File: src/rtl/bydin_pkg.sv
// bydin_pkg: shared constants and FSM state type for the deinterleaver read controller
package bydin_pkg;
  localparam int FRAME_LEN_DEF = 16128;
  localparam int RD_LAT = 4;
  localparam int IW = $clog2(RD_LAT + 1);
  typedef enum logic [1:0] {IDLE, READ, DRAIN} state_t;
endpackage

File: src/rtl/bydin_byte_fifo.sv
// bydin_byte_fifo: synchronous first-word fall-through byte FIFO
//   push/din  write side, ignored when full unless a pop happens in the same cycle
//   pop/dout  read side, dout is the head byte (0 while empty)
//   empty/full/cnt  occupancy status
module bydin_byte_fifo #(
  parameter int DEPTH = 8,
  parameter int AW = 3
) (
  input  logic          clk,
  input  logic          reset_n,
  input  logic          push,
  input  logic [7:0]    din,
  input  logic          pop,
  output logic [7:0]    dout,
  output logic          empty,
  output logic          full,
  output logic [AW:0]   cnt
);
  logic [7:0] mem_q [DEPTH];
  logic [AW-1:0] wr_q, wr_d, rd_q, rd_d;
  logic [AW:0] cnt_q, cnt_d;
  logic wr_en, rd_en;
  assign empty = cnt_q == '0;
  assign full = cnt_q == (AW+1)'(DEPTH);
  assign cnt = cnt_q;
  assign dout = empty ? 8'h00 : mem_q[rd_q];
  always_comb begin
    wr_en = push && (!full || pop);
    rd_en = pop && !empty;
    wr_d = wr_en ? wr_q + 1'b1 : wr_q;
    rd_d = rd_en ? rd_q + 1'b1 : rd_q;
    cnt_d = cnt_q + {{AW{1'b0}}, wr_en} - {{AW{1'b0}}, rd_en};
  end
  always_ff @(posedge clk or negedge reset_n)
    if (!reset_n) begin
      wr_q <= '0;
      rd_q <= '0;
      cnt_q <= '0;
    end else begin
      wr_q <= wr_d;
      rd_q <= rd_d;
      cnt_q <= cnt_d;
    end
  always_ff @(posedge clk)
    if (wr_en) mem_q[wr_q] <= din;
endmodule

File: src/rtl/bydin_rd_ctrl.sv
// bydin_rd_ctrl: reads one frame per deinterleaver interrupt and streams it to SPI tx
//   bydin_int                      frame interrupt (asynchronous, synchronised here)
//   mem_rd_ena / mem_ena_in / mem_data_in   memory read port, RD_LAT cycle latency
//   tx_data / tx_valid / tx_ready  byte stream to SPI tx
//   frame_start / frame_done / busy         frame status
//   err_clr / irq_miss / ovf_err            sticky error flags and their clear
module bydin_rd_ctrl import bydin_pkg::*; #(
  parameter int FRAME_LEN = FRAME_LEN_DEF,
  parameter int FIFO_DEPTH = 8,
  parameter int FIFO_AW = 3
) (
  input  logic       clk,
  input  logic       reset_n,
  input  logic       bydin_int,
  output logic       mem_rd_ena,
  input  logic [7:0] mem_data_in,
  input  logic       mem_ena_in,
  output logic [7:0] tx_data,
  output logic       tx_valid,
  input  logic       tx_ready,
  output logic       frame_start,
  output logic       frame_done,
  output logic       busy,
  input  logic       err_clr,
  output logic       irq_miss,
  output logic       ovf_err
);
  localparam int CW = FIFO_AW + 2;
  localparam logic [15:0] LEN = 16'(FRAME_LEN);
  state_t state_q, state_d;
  logic sync1_q, sync2_q, sync3_q, int_evt_q, int_evt_d;
  logic [15:0] req_cnt_q, req_cnt_d, out_cnt_q, out_cnt_d;
  logic [IW-1:0] inflight_q, inflight_d;
  logic irq_miss_q, irq_miss_d, ovf_err_q, ovf_err_d;
  logic push, pop, full, empty;
  logic [FIFO_AW:0] fifo_cnt;
  assign busy = state_q != IDLE;
  assign frame_start = state_q == IDLE && int_evt_q;
  // Credits: bytes already buffered plus reads still in the memory pipe never exceed the FIFO
  assign mem_rd_ena = state_q == READ && req_cnt_q < LEN &&
                      CW'(fifo_cnt) + CW'(inflight_q) < CW'(FIFO_DEPTH);
  // Strobes arriving after an aborted frame are dropped silently while idle
  assign push = mem_ena_in && busy;
  assign tx_valid = !empty;
  assign pop = tx_valid && tx_ready;
  assign frame_done = state_q == DRAIN && pop && out_cnt_q == LEN - 16'd1;
  assign irq_miss = irq_miss_q;
  assign ovf_err = ovf_err_q;
  bydin_byte_fifo #(.DEPTH(FIFO_DEPTH), .AW(FIFO_AW)) u_fifo (
    .clk(clk), .reset_n(reset_n), .push(push), .din(mem_data_in), .pop(pop),
    .dout(tx_data), .empty(empty), .full(full), .cnt(fifo_cnt)
  );
  always_comb begin
    int_evt_d = sync2_q && !sync3_q;
    state_d = frame_start ? READ :
              (mem_rd_ena && req_cnt_q == LEN - 16'd1) ? DRAIN :
              frame_done ? IDLE : state_q;
    req_cnt_d = frame_start ? '0 : req_cnt_q + 16'(mem_rd_ena);
    out_cnt_d = frame_start ? '0 : out_cnt_q + 16'(pop && busy);
    // A return in the same cycle as an issue cancels; a stray return never underflows
    inflight_d = inflight_q + IW'(mem_rd_ena) -
                 IW'(mem_ena_in && (inflight_q != '0 || mem_rd_ena));
    irq_miss_d = (int_evt_q && busy) || (irq_miss_q && !err_clr);
    ovf_err_d = (push && full && !pop) || (ovf_err_q && !err_clr);
  end
  always_ff @(posedge clk or negedge reset_n)
    if (!reset_n) begin
      state_q <= IDLE;
      sync1_q <= 1'b0;
      sync2_q <= 1'b0;
      sync3_q <= 1'b0;
      int_evt_q <= 1'b0;
      req_cnt_q <= '0;
      out_cnt_q <= '0;
      inflight_q <= '0;
      irq_miss_q <= 1'b0;
      ovf_err_q <= 1'b0;
    end else begin
      state_q <= state_d;
      sync1_q <= bydin_int;
      sync2_q <= sync1_q;
      sync3_q <= sync2_q;
      int_evt_q <= int_evt_d;
      req_cnt_q <= req_cnt_d;
      out_cnt_q <= out_cnt_d;
      inflight_q <= inflight_d;
      irq_miss_q <= irq_miss_d;
      ovf_err_q <= ovf_err_d;
    end
endmodule

File: config.mk
export PLATFORM = sky130hd
export DESIGN_NAME = bydin_rd_ctrl
export DESIGN_NICKNAME = d
export VERILOG_FILES = /design/src/rtl/bydin_pkg.sv /design/src/rtl/bydin_byte_fifo.sv /design/src/rtl/bydin_rd_ctrl.sv
export SDC_FILE = /design/constraint.sdc
export NUM_CORES = 1
export LEC_CHECK = 0
export ABC_CLOCK_PERIOD_IN_PS = 4100
export CAP_MARGIN = 20
export CELL_PAD_IN_SITES_DETAIL_PLACEMENT = 1
export CELL_PAD_IN_SITES_GLOBAL_PLACEMENT = 1
export CORE_MARGIN = 2
export CORE_UTILIZATION = 49
export DETAILED_ROUTE_END_ITERATION = 8
export GPL_TIMING_DRIVEN = 1
export HOLD_SLACK_MARGIN = 0.06
export PLACE_DENSITY = 0.78
export SYNTH_ARGS = -nofsm -noshare
export SYNTH_HDL_FRONTEND = slang
export SYNTH_HIERARCHICAL = 1
export SYNTH_SLANG_ARGS = --single-unit
File: constraint.sdc
create_clock -name clk -period 4.1 [get_ports clk]
set_clock_uncertainty 0.1 [all_clocks]
set_input_delay 0.615 -clock clk [delete_from_list [all_inputs] [get_ports clk]]
set_output_delay 0.615 -clock clk [all_outputs]
set_load 0.02 [all_outputs]
==> results of run 1 <==
-- critical path, delay by kind of cell, from the launching register on --
family	cells	cell delay, ns
DFF	1	0.35
buffers and inverters	5	1.15
adders and majority gates	1	0.20
and+or+nand+nor	4	0.61
-- cell families (layout without fill, tap and decap cells) --
kind of cell             Yosys count  in the layout  share of synthesized area, %
XOR/XNOR                          28             28                          4.69
AO/OA/AOI/OAI                     39             39                          5.68
adder cells (fa/ha/maj)           18             18                          4.60
buffers and inverters             30             90                          2.83
flip-flops                       117            117                          62.2
AND/OR/NAND/NOR                  123            123                          13.4
multiplexers                      34             34                          6.63
-- final cells by class --
| class | count | area (µm²) | share of cell area [%] |
|---|---|---|---|
| multi-input cells | 242 | 1840 | 29.3 |
| well taps | 136 | 170 | 2.71 |
| clock inverters | 15 | 169 | 2.69 |
| repair buffers | 40 | 365 | 5.83 |
| inverters | 18 | 67.6 | 1.08 |
| flip-flops and latches | 117 | 3250 | 51.8 |
| clock buffers | 17 | 414 | 6.61 |
-- metal layers --
| layer | global-route usage, % | vias up |
|---|---|---|
| li1 | - | 1534 |
| met1 | 28.5 | 1713 |
| met2 | 38.1 | 52 |
| met3 | 6.48 | 17 |
| met4 | 7.79 | 0 |
| met5 | 0 | - |
-- placed cells by master (no fill, tap or decap), types with 7 or more instances in the layout --
cell              n
nand2_1          16
a21oi_1           7
dfrtp_1          53
xnor2_1          12
ha_1             16
nor3_1           15
inv_1            15
edfxtp_1         64
buf_4            12
nor2_1           28
clkbuf_16        16
mux2i_1          32
clkdlybuf4s50_1  27
xor2_1           16
nand4_1          10
a22o_1           17
nand3_1           9
-- through the flow --
step           total power, µW  utilization [%]  hold slack (ns)
6_report                  4500             60.7            0.119
5_1_grt                   4730             60.7            0.159
4_1_cts                   4540             60.7            0.132
3_5_place_dp              3050             55.1            0.239
3_3_place_gp              2970             55.1            0.238
2_1_floorplan             2550                -            0.219
-- cell usage after synthesis, drive strengths merged, types with 4 or more instances --
cell    number
or3          4
dfrtp       53
nand3       10
buf         11
and4         5
xor2        16
a22o        17
ha          16
nor2b        5
nor3        15
a21oi        7
nand4       11
mux2i       32
inv         18
nor2        28
xnor2       12
o21ai        5
or4          4
edfxtp      64
nand2       17
and2         5
-- sequential cells by signal, indices dropped and copies added, names as in the netlist, 2 cells and up --
name and flops:
u_fifo/wr_q 3, inflight_q 3, u_fifo/cnt 4, state_q 2
out_cnt_q 16, req_cnt_q 16, u_fifo/mem_q 64, u_fifo/rd_q 3
-- path summary, 6_finish.rpt --
kind	end	cells past startpoint
worst max-delay path	frame_done	10
worst min-delay path	req_cnt_q[12]	2
worst max register to register	u_fifo/cnt[3]	15
worst min register to register	sync2_q	0
max in group asynchronous	out_cnt_q[4]	2
min in group clk	sync2_q	0
-- power by group --
group	switching, µW	internal, µW	total (µW)
Clock	559	879	1440
Combinational	782	649	1430
Sequential	177	1450	1630
Total	1520	2980	4500
==> results.md, run 1 <==
* Least-Margin Pin Slew at 0.924 ns
* Status: finished clean
* Setup ws final at 0.551 ns
* Post-CTS setup buffers at 0
* Min Tclk post-route at 3.55 ns
* Leakage at 0.00255 µW
* Number of vias per cell at 5.67
* Post-cts resize count at 0
* Synth top area cells: edfxtp_1 37%, dfrtp_1 25%, mux2i_1 6.1%
* Mapped Nets at 421
* Tightest Hold Check Type: input port to asynchronous set/reset pin
* N_diodes at 0
* Worst slew margin at 37.9%
* Max stage delay cell, worst path: clkdlybuf4s50_1
* Layout cells sized above 1 at 12.5%
* FF-to-FF Start: u_fifo/cnt[2]
* DP Worst Slack at 0.787 ns
* Met3 wire length at 384 µm
* Reg2Reg Setup Slack at 0.57 ns
* Initial antenna violation count at 0
* Post-synthesis sequential area ratio at 62.2%
* Row count at 37
* Final Hold Fails at 0
* CP Max Fanout at 11
* CTS clk-pin slew, worst paths at 0.06 ns
* Cell count after synthesis at 389
* Crit Path Category: flop to output pin
* DR vias at 3316
* Drt total wl at 11700 µm
* Crit path required time at 3.38 ns
* Placed Area at 5690 µm²
* CP Data Arrival Time at 2.83 ns
* Netlist cell types at 51
* Setup crit start: u_fifo/cnt[2]
* Count of TritonRoute iterations in the first routing pass at 4
* Final period util at 86.6%
* DRT iter0 DRCs at 174
* Slew Limit Fails at 0
* Yosys top cell area share at 36.8%
* Area delta synth->final at 20.0%
* Clock Latency Late Sink at 0.52 ns
* Gr ovfl total at 0
* RD Place Congestion at 0.758
* Final ANT Viol Nets at 0
* Hold_buf cts at 0
* Post-Layout Inst Area at 6270 µm²
* CTS tree: done
* Top Ports at 29
* CTS root buf: clkbuf_8
* Chip width at 107 µm
* Pwr per Cell Area at 718 nW/µm²
* # nets final at 468
* Setup TNS at 0 ns
* Core area at 10300 µm²
* Fillers at 1000
* Die height at 107 µm
* RSZ-0062 raised after global routing: no
* CP Launch Type: flop
* Max Clock Freq at 282 MHz
* Post-synth ARST share at 45.3%
* Cell Area, Synth at 5230 µm²
* Dpl hpwl at 7460 µm
* Max Root-Sink Buffers at 2
* CTS Buf Count at 17
* Wire per inst at 20.1 µm
* Max Cap Viol at 0
* EDFF count, synth at 64
* CTS H-tree lvls at 4
* Synth Register Bits at 117
* Crit path largest cell delay at 0.65 ns
* Global-route wire length before repair at 19400 µm
* Met1 wire length at 5030 µm
* Initial Util at 50.6%
* Mean Syn Cell Area at 13.4 µm²
* CP Capture Type: output pin
* Largest net degree at the start of global routing at 54
* Critical Path Most Common Cell: inv_1
* Final setup vio count at 0
* Routed wl met2 at 6140 µm
* Finished Layout Cells at 585
* Worst VDD drop at 0.000408 V
* CP cell instances: inv_1 -> ha_1 -> nor3b_1 -> buf_4 -> inv_2 -> nand2_1 -> inv_1 -> nand4_1 -> nor4_1 -> clkdlybuf4s50_1
* Num Clock Sinks at 117
* Global Route Usage Sum at 22.8%
* Highest layer used for signal routing: met4
* Syn. warnings at 6
* Yosys top cell by area: edfxtp_1
* Most used DFF post-synth: edfxtp_1
* Remaining DRCs at 0
* Buffers on Ports at 28
* Dpl cells at 553
* Die area at 11500 µm²
* Number of global-route vias before repair at 3608
No activity file was read; power rests on OpenSTA's default activity.
==> run 2: changes to the inputs <==
--- a/config.mk
+++ b/config.mk
@@ -14,7 +14,7 @@
 export DETAILED_ROUTE_END_ITERATION = 8
 export GPL_TIMING_DRIVEN = 1
 export HOLD_SLACK_MARGIN = 0.06
-export PLACE_DENSITY = 0.78
+export PLACE_DENSITY_LB_ADDON = 0.1
 export SYNTH_ARGS = -nofsm -noshare
 export SYNTH_HDL_FRONTEND = slang
 export SYNTH_HIERARCHICAL = 1
==> run 2 against run 1 <==
Final cell count stayed put; setup slack worse by 0.33 ns; first-iteration DRC count fell by 17%.
==> results.md, run 2 (synthesis results as in run 1) <==
* Slew Limit Fails at 0
* WP buf/inv at 5
* Tightest Hold Check Type: flop to flop
* Number of vias per cell at 5.55
* Worst slew margin at 35.2%
* Largest register FFs at 64
* Reg2Reg Setup Slack at 0.72 ns
* Core area at 10300 µm²
* Delay-heaviest family, CP: buffers and inverters
* Area delta synth->final at 20.3%
* Drt total wl at 11300 µm
* Largest net degree at the start of global routing at 43
* Die area at 11500 µm²
* Die height at 107 µm
* Switching Share at 32.0%
* Post-cts resize count at 0
* Final setup vio count at 0
* DR vias at 3247
* Final Hold Fails at 0
* CP cell instances: inv_1 -> ha_1 -> nor3b_1 -> buf_4 -> inv_2 -> nand2_1 -> inv_1 -> nand4_1 -> nor4_1 -> clkdlybuf4s50_1
* Row count at 37
* Layout cells sized above 1 at 11.6%
* RSZ-0062 raised after global routing: no
* Most frequent cells in the layout: 64 x edfxtp_1, 53 x dfrtp_1, 32 x mux2i_1
* FF-to-FF Start: u_fifo/cnt[2]
* Setup TNS at 0 ns
* Gr ovfl total at 0
* Crit Path Category: flop to output pin
* Most common cell after layout, fill and taps aside: edfxtp_1
* Max Root-Sink Buffers at 2
* Crit path largest cell delay at 0.71 ns
* Crit path capture: frame_done
* Post-Layout Inst Area at 6290 µm²
* CP Launch Type: flop
* # nets final at 468
* CTS tree: done
* Post-CTS setup buffers at 0
* Leakage at 0.00255 µW
* CTS root buf: clkbuf_8
* Min Tclk post-route at 3.88 ns
* Dpl hpwl at 7440 µm
* Placed Area at 5670 µm²
* Wire per inst at 19.3 µm
* P_int at 3070 µW
* FF-to-FF End: u_fifo/cnt[2]
* Number of global-route vias before repair at 3575
* Top Ports at 29
* CTS H-tree lvls at 4
* Largest regs: u_fifo/mem_q x64, out_cnt_q x16, req_cnt_q x16
* Setup crit start: u_fifo/cnt[2]
* Chip width at 107 µm
* N_diodes at 0
* Worst VDD drop at 0.000421 V
* Final ANT Viol Nets at 0
* Critical Path Most Common Cell: inv_1
* Max Cap Viol at 0
* Crit path required time at 3.38 ns
* CP Max Fanout at 11
* Initial antenna violation count at 0
* Buffers on Ports at 28
* RD Place Congestion at 0.765
* Sequential share of power at 35.9%
* Initial Util at 50.6%
* Global-route wire length before repair at 18700 µm
* Status: finished clean
* CTS clk-pin slew, worst paths at 0.06 ns
* Max stage delay cell, worst path: clkdlybuf4s50_1
* Num Clock Sinks at 117
* Biggest register: u_fifo/mem_q
* Max Clock Freq at 258 MHz
* Final period util at 94.7%
* Clock Latency Late Sink at 0.52 ns
* CP Capture Type: output pin
* Least-Margin Pin Slew at 0.968 ns
* DRT iter0 DRCs at 145
* Worst r2r path cells at 15
* Pwr Total at 4520 µW
* Power share of the combinational group at 30.8%
* Clock Power Share at 33.3%
* Stages on worst setup path at 10
* Pwr per Cell Area at 719 nW/µm²
* NetSw at 1440 µW
* HP Start: sync1_q
* CP Data Arrival Time at 3.17 ns
* CTS Buf Count at 17
* Remaining DRCs at 0
* Global Route Usage Sum at 22.0%
* Count of TritonRoute iterations in the first routing pass at 5
-- run 2: layout make-up --
| type | instances | area [µm²] |
|---|---|---|
| fill | 989 | 4040 |
| sequential | 117 | 3250 |
| multi-input combinational | 242 | 1830 |
| clock buffer | 19 | 422 |
| timing repair buffer | 40 | 368 |
| clock inverter | 13 | 183 |
| tap | 136 | 170 |
| inverter | 18 | 67.6 |
-- run 2: what timing repair did --
action / in CTS / in global routing
hold buffers: 1 / 0
setup endpoints to repair: 0 / 0
hold endpoints to repair: 11 / 0
-- run 2: power groups by stage --
stage / Sequential, µW / Clock [µW] / Combinational (µW)
global route: 1650 / 1580 / 1530
global placement: 1630 / 0 / 1340
detailed placement: 1640 / 0 / 1400
CTS: 1620 / 1530 / 1420
finish: 1620 / 1510 / 1390
floorplan: 1600 / 0 / 950
-- run 2: per-stage QoR --
step	hold slack, ns	utilization (%)	instances	setup slack [ns]
2_1_floorplan	0.219	-	389	0.986
3_3_place_gp	0.246	55.0	552	0.882
3_5_place_dp	0.246	55.0	552	0.788
4_1_cts	0.269	60.9	585	0.256
5_1_grt	0.273	60.9	585	0.0543
6_report	0.266	60.9	585	0.219
-- run 2: layer usage --
layer	track usage, %	vias up	wire length [µm]
met5	0	-	0
met4	6.96	0	131
met3	7.08	11	413
met2	34.3	44	5360
met1	29.5	1655	5370
li1	-	1537	-
-- run 2: worst min-delay path by stage --
stage	to	cells after the start
after global routing	sync2_q	0
after global placement	sync2_q	0
after floorplan	inflight_q[0]	0
after detailed placement	sync2_q	0
final	sync2_q	0
after CTS	sync2_q	0
==> run 3: changes to the inputs <==
==> constraint.sdc (replaced) <==
create_clock -name clk -period 4.1 [get_ports clk]
set_clock_uncertainty 0.1 [all_clocks]
set_input_delay 1.23 -clock clk [delete_from_list [all_inputs] [get_ports clk]]
set_output_delay 1.23 -clock clk [all_outputs]
set_load 0.02 [all_outputs]
==> run 3 against run 2 <==
Combinational power barely moved; via count rose by 1.5%; non-clock buffer count rose by 6; maximum frequency fell by 0.70%; design area fell by 0.56%; total power fell by 4.4%.
==> results.md, run 3 (synthesis results as in run 1) <==
* Most common cell after layout, fill and taps aside: edfxtp_1
* Die height at 107 µm
* Layout cells sized above 1 at 12.1%
* Largest regs: u_fifo/mem_q x64, out_cnt_q x16, req_cnt_q x16
* Leakage at 0.00255 µW
* HP Start: sync1_q
* Reg2Reg Setup Slack at 0.76 ns
* Hold_buf cts at 0
* Final ANT Viol Nets at 0
* Initial Util at 50.6%
* Hold_ws at 0.266 ns
* Max Cap Viol at 0
* Number of vias per cell at 5.58
* Top Ports at 29
* CTS tree: done
* Count of TritonRoute iterations in the first routing pass at 4
* N_diodes at 0
* DRT iter0 DRCs at 117
* Crit path required time at 2.77 ns
* Min Tclk post-route at 3.91 ns
* Largest register FFs at 64
* Gr ovfl total at 0
* Worst VDD drop at 0.000405 V
* Chip width at 107 µm
* CP Max Fanout at 2
* CP Capture Type: output pin
* DR vias at 3297
* Pwr per Cell Area at 691 nW/µm²
* Worst Hold Path Cells at 0
* CTS root buf: clkbuf_8
* CP Data Arrival Time at 2.58 ns
* Buffers on Ports at 28
* FF-to-FF Start: u_fifo/cnt[2]
* Remaining DRCs at 0
* Die area at 11500 µm²
* Dpl hpwl at 7690 µm
* Wire per inst at 19.1 µm
* FF-to-FF End: u_fifo/cnt[2]
* Finished Layout Cells at 591
* Max Clock Freq at 256 MHz
* Endpoint, Worst Hold: sync2_q
* Placed Area at 5730 µm²
* DP Worst Slack at -0.317 ns
* Status: finished clean
* Area delta synth->final at 19.7%
* Final setup vio count at 0
* Final period util at 95.3%
* Largest net degree at the start of global routing at 31
* Num Clock Sinks at 117
* Drt total wl at 11300 µm
* CP Launch Type: input port
* Post-Layout Inst Area at 6250 µm²
* RD Place Congestion at 0.776
* Final Hold Fails at 0
* Tightest Hold Check Type: flop to flop
* Clock Latency Late Sink at 0.52 ns
* CTS H-tree lvls at 4
* Worst r2r path cells at 15
* RSZ-0062 raised after global routing: no
* # nets final at 474
* Global-route wire length before repair at 18500 µm
* Number of global-route vias before repair at 3546
* Biggest register: u_fifo/mem_q
* Crit Path Category: input port to output pin
* Dpl cells at 559
* Worst slew margin at 56.1%
* CTS clk-pin slew, worst paths at 0.05 ns
* Setup ws final at 0.191 ns
* Slew Limit Fails at 0
* Core area at 10300 µm²
* Max Root-Sink Buffers at 2
* Initial antenna violation count at 0
* CTS Buf Count at 17
* Most frequent cells in the layout: 64 x edfxtp_1, 53 x dfrtp_1, 32 x mux2i_1
* Least-Margin Pin Slew at 0.657 ns
* Row count at 37
* Global Route Usage Sum at 21.8%
run 3: changes by cell type in the layout (fill, tap and decap cells not counted), moves of 3 or more:
cell	change
buf_4	+7
clkbuf_8	+5
bufinv_16	-4
clkbuf_1	+3
clkinv_1	+3
clkinvlp_4	-3
run 3: power breakdown:
| part | leakage [µW] | internal, µW | switching [µW] | total, µW |
|---|---|---|---|---|
| combinational | 0.00103 | 659 | 746 | 1410 |
| clock | 0.000255 | 814 | 478 | 1290 |
| sequential | 0.00126 | 1450 | 169 | 1620 |
run 3: per-layer routing:
metal	vias to the layer above	global-route usage [%]	share of wire, %
li1	1541	-	-
met1	1698	29.3	48
met2	44	34.4	48
met3	14	6.11	2.8
met4	0	6.96	1.3
met5	-	0	0
run 3: what timing repair did:
action                                  CTS  global route
cloned                                    0             0
endpoints found under the hold margin     0             0
endpoints found under the setup margin    1             1
gates resized for setup                   2             3
buffers inserted                          0             0
run 3: worst max-delay path, stage by stage:
cell,delay [ns]
clkdlybuf4s50_1,0.45
nand2_1,0.07
inv_1,0.11
nand4_1,0.16
nor4_2,0.32
clkbuf_2,0.24
run 3: layout make-up:
cell class | instances | area, µm²
Inverter | 18 | 67.6
Sequential cell | 117 | 3250
Tap cell | 136 | 170
Timing Repair Buffer | 46 | 405
Clock buffer | 27 | 502
Multi-Input combinational cell | 242 | 1840
Clock inverter | 5 | 23.8
Fill cell | 1023 | 4070
run 3: worst max path at each step:
| stage | start | depth (start not counted) | slack [ns] | endpoint |
|---|---|---|---|---|
| 2_1_floorplan | tx_ready | 4 | 0.58 | frame_done |
| 3_3_place_gp | tx_ready | 6 | -0.31 | frame_done |
| 3_5_place_dp | tx_ready | 6 | -0.32 | frame_done |
| 4_1_cts | tx_ready | 6 | 0.03 | frame_done |
| 5_1_grt | u_fifo/cnt[1] | 5 | 0.07 | mem_rd_ena |
| 6_report | tx_ready | 6 | 0.19 | frame_done |
run 3: per-stage QoR:
stage               power, µW  TNS [ns]  utilization [%]
floorplan                2550         0                -
global placement         2990    -0.308             55.5
detailed placement       3060    -0.317             55.5
CTS                      4380         0             60.6
global route             4570         0             60.6
finish                   4320         0             60.6
